[config.mk]
export PLATFORM = sky130hd
export DESIGN_NAME = dmem_arbiter_flat
export DESIGN_NICKNAME = d
export VERILOG_FILES = /design/src/rtl/dmem_arbiter_if.sv /design/src/rtl/dmem_arbiter.sv /design/src/flat_wrapper.sv
export SDC_FILE = /design/constraint.sdc
export NUM_CORES = 1
export LEC_CHECK = 0
export ABC_CLOCK_PERIOD_IN_PS = 1500
export BUFFER_PORTS_ARGS = -buffer_cell sky130_fd_sc_hd__buf_2
export CORE_MARGIN = 2
export CORE_UTILIZATION = 42
export CTS_CLUSTER_DIAMETER = 60
export DETAILED_ROUTE_END_ITERATION = 7
export MAX_ROUTING_LAYER = met4
export PLACE_DENSITY = 0.77
export SETUP_SLACK_MARGIN = 0.4
export SLEW_MARGIN = 20
export SYNTH_ARGS = -nofsm -noshare
export SYNTH_HDL_FRONTEND = slang
export SYNTH_SLANG_ARGS = --single-unit
[constraint.sdc]
create_clock -name clk_i -period 1.5 [get_ports clk_i]
set_input_delay 0 -clock clk_i [delete_from_list [all_inputs] [get_ports clk_i]]
set_output_delay 0 -clock clk_i [all_outputs]
set_load 0.03 [all_outputs]
[src/rtl/dmem_arbiter_if.sv]
// Data-memory bus bundle: request fields towards memory, grant/read-return/error back.
// Requester ports use master/slave; the memory port uses mem_master/mem_slave, which have no err.
interface dmem_arbiter_if #(
  parameter int ADDR_W = 32
) ();
  logic              req;
  logic              we;
  logic [ADDR_W-1:0] addr;
  logic [31:0]       wdata;
  logic [3:0]        be;
  logic              gnt;
  logic              rvalid;
  logic [31:0]       rdata;
  logic              err;

  modport master (
    output req, we, addr, wdata, be,
    input  gnt, rvalid, rdata, err
  );

  modport slave (
    input  req, we, addr, wdata, be,
    output gnt, rvalid, rdata, err
  );

  modport mem_master (
    output req, we, addr, wdata, be,
    input  gnt, rvalid, rdata
  );

  modport mem_slave (
    input  req, we, addr, wdata, be,
    output gnt, rvalid, rdata
  );
endinterface

[src/rtl/dmem_arbiter.sv]
// Round-robin arbiter sharing one data-memory port between the core LSU (m0) and debug/DMA (m1).
// Optional transaction timeout is enabled with the macro DMEM_ARB_TIMEOUT_EN.
module dmem_arbiter #(
  parameter int ADDR_W   = 32,
  parameter int MAX_WAIT = 15
) (
  input  logic                 clk_i,
  input  logic                 rst_n_i,
  dmem_arbiter_if.slave        m0,
  dmem_arbiter_if.slave        m1,
  dmem_arbiter_if.mem_master   mem,
  output logic                 busy_o
);

  typedef enum logic [1:0] {
    IDLE   = 2'd0,
    ISSUE  = 2'd1,
    WAIT_R = 2'd2
  } state_e;

  state_e            state_q,      state_d;
  logic              owner_q,      owner_d;
  logic              last_grant_q, last_grant_d;
  logic              req_q,        req_d;
  logic              we_q,         we_d;
  logic [ADDR_W-1:0] addr_q,       addr_d;
  logic [31:0]       wdata_q,      wdata_d;
  logic [3:0]        be_q,         be_d;
  logic              rvalid0_q,    rvalid0_d;
  logic              rvalid1_q,    rvalid1_d;
  logic [31:0]       rdata0_q,     rdata0_d;
  logic [31:0]       rdata1_q,     rdata1_d;
  logic              busy_q,       busy_d;
  logic              win_s;

`ifdef DMEM_ARB_TIMEOUT_EN
  localparam logic [4:0] TMO_LAST = 5'(MAX_WAIT - 1);

  logic [4:0]        cnt_q,        cnt_d;
  logic              err0_q,       err0_d;
  logic              err1_q,       err1_d;
`endif

  // Next-state, capture and return-path logic.
  always_comb begin
    state_d      = state_q;
    owner_d      = owner_q;
    last_grant_d = last_grant_q;
    req_d        = req_q;
    we_d         = we_q;
    addr_d       = addr_q;
    wdata_d      = wdata_q;
    be_d         = be_q;
    rvalid0_d    = 1'b0;
    rvalid1_d    = 1'b0;
    rdata0_d     = rdata0_q;
    rdata1_d     = rdata1_q;
    win_s        = 1'b0;
`ifdef DMEM_ARB_TIMEOUT_EN
    cnt_d        = cnt_q;
    err0_d       = 1'b0;
    err1_d       = 1'b0;
`endif

    case (state_q)
      IDLE: begin
        if (m0.req || m1.req) begin
          // On a tie the port that did not win last time goes first.
          if (m0.req && m1.req) begin
            win_s = ~last_grant_q;
          end else begin
            win_s = m1.req;
          end
          owner_d      = win_s;
          last_grant_d = win_s;
          we_d         = win_s ? m1.we    : m0.we;
          addr_d       = win_s ? m1.addr  : m0.addr;
          wdata_d      = win_s ? m1.wdata : m0.wdata;
          be_d         = win_s ? m1.be    : m0.be;
          req_d        = 1'b1;
          state_d      = ISSUE;
`ifdef DMEM_ARB_TIMEOUT_EN
          cnt_d        = 5'd0;
`endif
        end else begin
          state_d = IDLE;
        end
      end

      ISSUE: begin
        if (mem.gnt) begin
          req_d   = 1'b0;
          state_d = we_q ? IDLE : WAIT_R;
`ifdef DMEM_ARB_TIMEOUT_EN
          cnt_d   = 5'd0;
`endif
        end else begin
`ifdef DMEM_ARB_TIMEOUT_EN
          if (cnt_q == TMO_LAST) begin
            req_d   = 1'b0;
            state_d = IDLE;
            err0_d  = ~owner_q;
            err1_d  = owner_q;
          end else begin
            cnt_d   = cnt_q + 5'd1;
          end
`else
          req_d = 1'b1;
`endif
        end
      end

      WAIT_R: begin
        if (mem.rvalid) begin
          state_d = IDLE;
          if (owner_q) begin
            rvalid1_d = 1'b1;
            rdata1_d  = mem.rdata;
          end else begin
            rvalid0_d = 1'b1;
            rdata0_d  = mem.rdata;
          end
        end else begin
`ifdef DMEM_ARB_TIMEOUT_EN
          if (cnt_q == TMO_LAST) begin
            state_d = IDLE;
            err0_d  = ~owner_q;
            err1_d  = owner_q;
          end else begin
            cnt_d   = cnt_q + 5'd1;
          end
`else
          state_d = WAIT_R;
`endif
        end
      end

      default: begin
        state_d = IDLE;
        req_d   = 1'b0;
      end
    endcase

    busy_d = (state_d != IDLE);
  end

  // State and registered-output flops; reset kills any transaction in flight.
  always_ff @(posedge clk_i or negedge rst_n_i) begin
    if (!rst_n_i) begin
      state_q      <= IDLE;
      owner_q      <= 1'b0;
      last_grant_q <= 1'b1;
      req_q        <= 1'b0;
      we_q         <= 1'b0;
      addr_q       <= '0;
      wdata_q      <= 32'h0000_0000;
      be_q         <= 4'h0;
      rvalid0_q    <= 1'b0;
      rvalid1_q    <= 1'b0;
      rdata0_q     <= 32'h0000_0000;
      rdata1_q     <= 32'h0000_0000;
      busy_q       <= 1'b0;
`ifdef DMEM_ARB_TIMEOUT_EN
      cnt_q        <= 5'd0;
      err0_q       <= 1'b0;
      err1_q       <= 1'b0;
`endif
    end else begin
      state_q      <= state_d;
      owner_q      <= owner_d;
      last_grant_q <= last_grant_d;
      req_q        <= req_d;
      we_q         <= we_d;
      addr_q       <= addr_d;
      wdata_q      <= wdata_d;
      be_q         <= be_d;
      rvalid0_q    <= rvalid0_d;
      rvalid1_q    <= rvalid1_d;
      rdata0_q     <= rdata0_d;
      rdata1_q     <= rdata1_d;
      busy_q       <= busy_d;
`ifdef DMEM_ARB_TIMEOUT_EN
      cnt_q        <= cnt_d;
      err0_q       <= err0_d;
      err1_q       <= err1_d;
`endif
    end
  end

  assign mem.req   = req_q;
  assign mem.we    = we_q;
  assign mem.addr  = addr_q;
  assign mem.wdata = wdata_q;
  assign mem.be    = be_q;

  // Grant is passed straight through so the requester sees it in the memory's accept cycle.
  assign m0.gnt    = mem.gnt && (state_q == ISSUE) && !owner_q;
  assign m1.gnt    = mem.gnt && (state_q == ISSUE) &&  owner_q;

  assign m0.rvalid = rvalid0_q;
  assign m1.rvalid = rvalid1_q;
  assign m0.rdata  = rdata0_q;
  assign m1.rdata  = rdata1_q;

`ifdef DMEM_ARB_TIMEOUT_EN
  assign m0.err    = err0_q;
  assign m1.err    = err1_q;
`else
  assign m0.err    = 1'b0;
  assign m1.err    = 1'b0;
`endif

  assign busy_o    = busy_q;

endmodule
[src/flat_wrapper.sv]
// flat-port wrapper written by rule: the top's interface ports become plain ports
module dmem_arbiter_flat 
#(
  parameter int ADDR_W   = 32,
  parameter int MAX_WAIT = 15
)
  (clk_i, rst_n_i, busy_o, m0_req, m0_we, m0_addr, m0_wdata, m0_be, m0_gnt, m0_rvalid, m0_rdata, m0_err, m1_req, m1_we, m1_addr, m1_wdata, m1_be, m1_gnt, m1_rvalid, m1_rdata, m1_err, mem_req, mem_we, mem_addr, mem_wdata, mem_be, mem_gnt, mem_rvalid, mem_rdata);
  dmem_arbiter_if #(.ADDR_W(ADDR_W)) m0_i ();
  dmem_arbiter_if #(.ADDR_W(ADDR_W)) m1_i ();
  dmem_arbiter_if #(.ADDR_W(ADDR_W)) mem_i ();
  input  logic clk_i;
  input  logic rst_n_i;
  output logic busy_o;
  input wire logic [$bits(m0_i.req)-1:0] m0_req;
  input wire logic [$bits(m0_i.we)-1:0] m0_we;
  input wire logic [$bits(m0_i.addr)-1:0] m0_addr;
  input wire logic [$bits(m0_i.wdata)-1:0] m0_wdata;
  input wire logic [$bits(m0_i.be)-1:0] m0_be;
  output wire logic [$bits(m0_i.gnt)-1:0] m0_gnt;
  output wire logic [$bits(m0_i.rvalid)-1:0] m0_rvalid;
  output wire logic [$bits(m0_i.rdata)-1:0] m0_rdata;
  output wire logic [$bits(m0_i.err)-1:0] m0_err;
  input wire logic [$bits(m1_i.req)-1:0] m1_req;
  input wire logic [$bits(m1_i.we)-1:0] m1_we;
  input wire logic [$bits(m1_i.addr)-1:0] m1_addr;
  input wire logic [$bits(m1_i.wdata)-1:0] m1_wdata;
  input wire logic [$bits(m1_i.be)-1:0] m1_be;
  output wire logic [$bits(m1_i.gnt)-1:0] m1_gnt;
  output wire logic [$bits(m1_i.rvalid)-1:0] m1_rvalid;
  output wire logic [$bits(m1_i.rdata)-1:0] m1_rdata;
  output wire logic [$bits(m1_i.err)-1:0] m1_err;
  output wire logic [$bits(mem_i.req)-1:0] mem_req;
  output wire logic [$bits(mem_i.we)-1:0] mem_we;
  output wire logic [$bits(mem_i.addr)-1:0] mem_addr;
  output wire logic [$bits(mem_i.wdata)-1:0] mem_wdata;
  output wire logic [$bits(mem_i.be)-1:0] mem_be;
  input wire logic [$bits(mem_i.gnt)-1:0] mem_gnt;
  input wire logic [$bits(mem_i.rvalid)-1:0] mem_rvalid;
  input wire logic [$bits(mem_i.rdata)-1:0] mem_rdata;
  assign m0_i.req = m0_req;
  assign m0_i.we = m0_we;
  assign m0_i.addr = m0_addr;
  assign m0_i.wdata = m0_wdata;
  assign m0_i.be = m0_be;
  assign m0_gnt = m0_i.gnt;
  assign m0_rvalid = m0_i.rvalid;
  assign m0_rdata = m0_i.rdata;
  assign m0_err = m0_i.err;
  assign m1_i.req = m1_req;
  assign m1_i.we = m1_we;
  assign m1_i.addr = m1_addr;
  assign m1_i.wdata = m1_wdata;
  assign m1_i.be = m1_be;
  assign m1_gnt = m1_i.gnt;
  assign m1_rvalid = m1_i.rvalid;
  assign m1_rdata = m1_i.rdata;
  assign m1_err = m1_i.err;
  assign mem_req = mem_i.req;
  assign mem_we = mem_i.we;
  assign mem_addr = mem_i.addr;
  assign mem_wdata = mem_i.wdata;
  assign mem_be = mem_i.be;
  assign mem_i.gnt = mem_gnt;
  assign mem_i.rvalid = mem_rvalid;
  assign mem_i.rdata = mem_rdata;
  dmem_arbiter #(.ADDR_W(ADDR_W), .MAX_WAIT(MAX_WAIT)) u_core (.clk_i(clk_i), .rst_n_i(rst_n_i), .m0(m0_i), .m1(m1_i), .mem(mem_i), .busy_o(busy_o));
endmodule
## Yosys cells after proc, flatten, opt, wreduce, memory -nomap -nowiden

Index checks and enable logic that the tools add are counted.

| operators by class | value |
|---|---|
| equal/unequal tests | 3 |
| mux-type cells | 21 |
| bitwise gates (word level) | 3 |
| reductions and logical operators | 12 |

Operators by type and width:

| cell | count |
|---|---|
| 32-bit 2-to-1 mux | 2 |
| 1-bit 2-to-1 mux | 13 |
| 2-bit 2-to-1 mux | 3 |
| 2-bit one-hot mux with 3 select lines | 1 |
| 3-bit AND reduction | 2 |
| 1-bit logical AND | 4 |
| 4-bit 2-to-1 mux | 1 |
| 2-bit AND reduction | 2 |
| 1-bit NOT | 3 |
| 1-bit one-hot mux with 3 select lines | 1 |
| 2-bit by 1-bit == test with 1-bit output (second input constant) | 1 |
| 2-bit == test (second input constant) | 1 |
| 2-bit logical NOT | 1 |
| 2-bit by 1-bit != test with 1-bit output (second input constant) | 1 |
| 2-bit nonzero test | 1 |
| 1-bit logical NOT | 1 |
| 1-bit logical OR | 1 |

| word-level totals | value |
|---|---|
| flip-flop bits (word level) | 141 |
| input port bits | 176 |
| output and inout port bits | 141 |
| word-level logic and storage cells | 52 |

## Depth between registers and ports, before layout

| logic depth | value |
|---|---|
| depth after elaboration | 5 |
| depth in mapped cells | 5 |

## Worst setup path after synthesis

Ideal clock, no wire load.

| path | value |
|---|---|
| path kind | reg-to-reg |
| from | register u_core.last_grant_q |
| to | register u_core.addr_q[31], in the netlist u_core.mem.addr[31] |
| library setup time | 125 ps |
| data arrival time | 1462 ps |
| required time | 1375 ps |
| path slack | -87 ps |
| cell stages (with the launch flop) | 6 |
| path buffers | 2 |
| cells stage by stage | dfstp_2 -> a21bo_1 -> buf_6 -> buf_6 -> mux2_4 -> mux2_2 |

| between the ends | value |
|---|---|
| cells in the longest elaborated chain, start to end | 5 |

RTL lines:

| item | line | RTL |
|---|---|---|
| start, declared | dmem_arbiter.sv:23 | `logic last_grant_q, last_grant_d;` |
| start signal, assigned | dmem_arbiter.sv:171 | `last_grant_q <= last_grant_d;` |
| 1-bit NOT | dmem_arbiter.sv:70 | `win_s = ~last_grant_q;` |
| 1-bit 2-to-1 mux | dmem_arbiter.sv:69 | `if (m0.req && m1.req) begin` |
| 1-bit 2-to-1 mux | dmem_arbiter.sv:67 | `if (m0.req \|\| m1.req) begin` |
| 1-bit 2-to-1 mux | dmem_arbiter.sv:65 | `case (state_q)` |
| 32-bit 2-to-1 mux | dmem_arbiter.sv:77 | `addr_d = win_s ? m1.addr : m0.addr;` |
| end signal, assigned | dmem_arbiter.sv:174 | `addr_q <= addr_d;` |
| end, declared | dmem_arbiter.sv:26 | `logic [ADDR_W-1:0] addr_q, addr_d;` |

Every way passes these cells. The select of a mux whose other input is x is not followed.
A chain may end at the register's enable or synchronous reset.

## Final worst setup path

| path | value |
|---|---|
| from | register u_core.last_grant_q |
| to | register u_core.addr_q[8], in the netlist u_core.mem.addr[8] |

The elaborated chain is that of the path after synthesis.

==> metrics.txt <==
# TYPE chip_impl_metric gauge
chip_impl_metric{name="route.final.wire_length",unit="um"} 22800
chip_impl_metric{name="setup_viol_count_final",unit=""} 102
chip_impl_metric{name="fin_crit_sh",unit="%"} 112
chip_impl_metric{name="worstPathArrival",unit="ns"} 1.99
chip_impl_metric{name="timing.final.hold_violations",unit=""} 0
chip_impl_info{name="failed_checks",value="negative setup slack"} 1
chip_impl_metric{name="synth_warnings",unit=""} 0
chip_impl_metric{name="power.internal",unit="W"} 0.0136
chip_impl_metric{name="avgSynthCellArea",unit="um^2"} 16.3
chip_impl_metric{name="ioPinCount",unit=""} 317
chip_impl_metric{name="vias_per_cell",unit=""} 5.04
chip_impl_metric{name="ctsHtreeMaxLevel",unit=""} 4
chip_impl_metric{name="vias",unit=""} 5660
chip_impl_metric{name="power_switching_share",unit="%"} 40.4
chip_impl_metric{name="rows",unit=""} 45
chip_impl_metric{name="area_growth_syn_to_layout",unit="%"} 80.1
chip_impl_metric{name="critPathMaxStageDelay",unit="ns"} 0.54
chip_impl_metric{name="maxCapViolations",unit=""} 0
chip_impl_metric{name="fillCellCount",unit=""} 814
chip_impl_metric{name="track_usage",unit="%"} 28.9
chip_impl_metric{name="insertedDiodeCount",unit=""} 0
chip_impl_metric{name="synth_sequential_area_ratio",unit="%"} 55.4
chip_impl_info{name="path_cells",value="a21bo_4, buf_12, mux2_4, mux2_4"} 1
chip_impl_info{name="cp_common_cell",value="sky130_fd_sc_hd__mux2_4"} 1
chip_impl_metric{name="worst-r2r-setup-slack",unit="ns"} -0.18
chip_impl_metric{name="grt_antenna_before_repair",unit=""} 0
chip_impl_metric{name="drc",unit=""} 0
chip_impl_metric{name="gr-total-overflow",unit=""} 0
chip_impl_metric{name="cts_inserted_buffers",unit=""} 17
chip_impl_metric{name="max_freq",unit="MHz"} 595
chip_impl_metric{name="p_comb_share",unit="%"} 50.6
chip_impl_metric{name="pd_cells",unit="nW/um^2"} 1990
chip_impl_metric{name="grt_pass1_wl",unit="um"} 34400
chip_impl_metric{name="power.leakage",unit="nW"} 5.90
chip_impl_info{name="status",value="finished with violations"} 1
chip_impl_metric{name="fp.dieH",unit="um"} 127
chip_impl_metric{name="postSynthRegisterBits",unit=""} 141
chip_impl_metric{name="cp.required",unit="ns"} 1.81
chip_impl_metric{name="r2r_cells",unit=""} 4
chip_impl_metric{name="slew_viol_final",unit=""} 0
chip_impl_metric{name="antenna_violating_nets_post_route",unit=""} 0
chip_impl_metric{name="design.final.nets",unit=""} 1099
chip_impl_info{name="rr_startpoint",value="u_core.last_grant_q"} 1
chip_impl_metric{name="grt_max_degree",unit=""} 52
chip_impl_metric{name="power_switching",unit="W"} 0.00920
chip_impl_metric{name="detailedRoute.firstIterationViolations",unit=""} 293
chip_impl_metric{name="crit_fanout",unit=""} 25
chip_impl_metric{name="postLayoutCellArea",unit="um^2"} 11500
chip_impl_metric{name="min_period",unit="ns"} 1.68
chip_impl_info{name="clockRootBuffer",value="sky130_fd_sc_hd__clkbuf_16"} 1
chip_impl_metric{name="postLayoutSetupSlackWorst",unit="ns"} -0.181
chip_impl_info{name="critPathKind",value="flop to flop"} 1
chip_impl_metric{name="floorplan.die.width",unit="um"} 127
chip_impl_info{name="grt_setup_unrepaired",value="true"} 1
chip_impl_metric{name="syn_inst",unit=""} 390
chip_impl_metric{name="placedInstanceArea",unit="um^2"} 8390
chip_impl_metric{name="cts_sinks",unit=""} 141
chip_impl_metric{name="wl_per_cell",unit="um"} 20.3
chip_impl_metric{name="globalplace.congestion",unit=""} 0.799
chip_impl_metric{name="yosysUniqueCellTypes",unit=""} 26
chip_impl_info{name="critical-path-slowest-cell",value="sky130_fd_sc_hd__dfstp_2"} 1
chip_impl_metric{name="clockPowerShare",unit="%"} 20.1
chip_impl_metric{name="floorplan.core_area",unit="um^2"} 15000
chip_impl_info{name="worst_setup_path_start_kind",value="flop"} 1
chip_impl_info{name="worstSetupEndpointType",value="flop"} 1
chip_impl_metric{name="drive_above_1_share",unit="%"} 65.2
chip_impl_metric{name="final.setup_skew",unit="ns"} 0.00754
chip_impl_metric{name="first_global_vias",unit=""} 6319
chip_impl_metric{name="synthesis.area",unit="um^2"} 6370
chip_impl_metric{name="clock_insertion_delay_worst_skew",unit="ns"} 0.42
chip_impl_metric{name="clk_pin_slew",unit="ns"} 0.06
chip_impl_info{name="worst_r2r_endpoint",value="u_core.mem.addr[8]"} 1
chip_impl_metric{name="seq_power_share",unit="%"} 29.4
chip_impl_metric{name="post-dp-hpwl",unit="um"} 11900
chip_impl_metric{name="worst_ir_drop_vdd",unit="V"} 0.000965
chip_impl_info{name="min-delay-path-class",value="primary input to async pin"} 1
chip_impl_metric{name="whs",unit="ns"} 0.0547
chip_impl_metric{name="tns",unit="ns"} -11.20
chip_impl_metric{name="place.port_buffers",unit=""} 314
chip_impl_metric{name="die_area",unit="um^2"} 16200
chip_impl_metric{name="clockBufferDepth",unit=""} 2
chip_impl_metric{name="drtPass1Iterations",unit=""} 4
chip_impl_info{name="tritoncts_clock_tree",value="built"} 1
chip_impl_metric{name="floorplan.initialDensity",unit="%"} 42.4
==> cell usage in the layout, fill, tap and decap left out, types with 2 or more instances in the layout <==
| master | n |
|---|---|
| sky130_fd_sc_hd__buf_12 | 14 |
| sky130_fd_sc_hd__buf_4 | 10 |
| sky130_fd_sc_hd__bufinv_16 | 4 |
| sky130_fd_sc_hd__clkbuf_8 | 2 |
| sky130_fd_sc_hd__buf_16 | 8 |
| sky130_fd_sc_hd__buf_2 | 311 |
| sky130_fd_sc_hd__conb_1 | 2 |
| sky130_fd_sc_hd__inv_6 | 2 |
| sky130_fd_sc_hd__dfrtp_1 | 138 |
| sky130_fd_sc_hd__clkinvlp_4 | 3 |
| sky130_fd_sc_hd__clkinv_4 | 3 |
| sky130_fd_sc_hd__dlygate4sd3_1 | 174 |
| sky130_fd_sc_hd__dfrtp_2 | 2 |
| sky130_fd_sc_hd__mux2_2 | 74 |
| sky130_fd_sc_hd__mux2i_1 | 2 |
| sky130_fd_sc_hd__nand2_2 | 2 |
| sky130_fd_sc_hd__mux2_4 | 126 |
| sky130_fd_sc_hd__buf_6 | 18 |
| sky130_fd_sc_hd__clkbuf_16 | 18 |
==> power by group through the flow <==
| stage | clock network [W] | registers [W] | logic [W] |
|---|---|---|---|
| floorplan | 0 | 0.00989 | 0.00352 |
| global placement | 0 | 0.00646 | 0.00970 |
| detailed placement | 0 | 0.00655 | 0.00992 |
| CTS | 0.00460 | 0.00653 | 0.0110 |
| global route | 0.00479 | 0.00683 | 0.0120 |
| finish | 0.00457 | 0.00669 | 0.0115 |
==> kinds of logic (layout without fill, tap and decap cells) <==
family / count (synthesis) / after routing / share of synthesized area (%)
AOI/OAI and AO/OA: 6 / 6 / 0.746
and+or+nand+nor: 15 / 15 / 1.32
buffers and inverters: 25 / 570 / 2.79
other: 1 / 2 / 0.0589
muxes: 202 / 202 / 39.7
DFF: 141 / 141 / 55.4
==> critical path, delay by kind of cell (launching register included) <==
kind            cells  cell delay [ns]
compound gates      1             0.19
flops               1             0.54
mux                 2             0.60
buf+inv             1             0.23
==> routing by layer <==
layer	global-route usage, %	share of wire [%]
met1	31.1	38
met2	51.4	52
met3	7.08	6.3
met4	11.2	3.5
met5	-	0
==> state kept, by name, indices dropped and copies added (netlist names), 2 cells and up <==
name	count
u_core.m0.rdata	32
u_core.m1.rdata	32
u_core.mem.addr	32
u_core.mem.be	4
u_core.mem.wdata	32
u_core.state_q	2
==> how the worst max path moves through the flow <==
stage / from / endpoint / slack, ns / cells past startpoint
6_report: u_core.last_grant_q / u_core.mem.addr[8] / -0.18 / 4
5_1_grt: u_core.last_grant_q / u_core.mem.addr[8] / -0.21 / 4
4_1_cts: u_core.last_grant_q / u_core.mem.addr[22] / -0.18 / 4
3_5_place_dp: u_core.last_grant_q / u_core.mem.addr[22] / -0.18 / 4
3_3_place_gp: u_core.last_grant_q / u_core.mem.addr[15] / -0.12 / 4
2_1_floorplan: u_core.last_grant_q / u_core.mem.addr[31] / -0.09 / 5
==> cell usage after synthesis (all sizes together) <==
cell type | instances | area share [%]
a31oi | 1 | 0.098
dfstp | 1 | 0.41
dfrtp | 140 | 55
nand2 | 3 | 0.18
buf | 23 | 2.7
o21ai | 1 | 0.14
a32o | 1 | 0.16
nand4b | 1 | 0.14
conb | 1 | 0.059
inv | 2 | 0.12
a21o | 1 | 0.12
mux2 | 200 | 39
nor2b | 1 | 0.098
mux2i | 2 | 0.31
nand3 | 1 | 0.078
and3 | 1 | 0.098
nand2b | 2 | 0.20
nor2 | 3 | 0.18
nor3 | 2 | 0.24
a21bo | 1 | 0.16
nand3b | 1 | 0.12
a21oi | 1 | 0.078
==> timing repair <==
item / 4_1_cts / 5_1_grt
gates resized for setup: 59 / 13
hold buffers: 174 / 0
gates cloned: 8 / 1
pin swaps: 4 / 5
setup buffers: 16 / 5
hold endpoints to repair: 279 / 0
endpoints found under the setup margin: 141 / 143
==> metrics by stage <==
stage | util, % | worst slack (ns) | instances | total power [W]
5_1_grt | 76.3 | -0.213 | 1124 | 0.0236
4_1_cts | 75.5 | -0.179 | 1118 | 0.0221
6_report | 76.3 | -0.181 | 1124 | 0.0228
2_1_floorplan | - | -0.0870 | 391 | 0.0134
3_3_place_gp | 55.8 | -0.122 | 888 | 0.0162
3_5_place_dp | 55.8 | -0.176 | 888 | 0.0165
==> final cells by class <==
| type | instances | area, um^2 | area share (%) |
|---|---|---|---|
| Multi-Input combinational cell | 225 | 2950 | 25.7 |
| Clock buffer | 20 | 457 | 3.98 |
| Clock inverter | 12 | 183 | 1.59 |
| Inverter | 2 | 12.5 | 0.109 |
| Timing Repair Buffer | 536 | 4100 | 35.8 |
| Sequential cell | 141 | 3530 | 30.8 |
| Tap cell | 188 | 235 | 2.05 |
(Power assumes the default switching activity.)
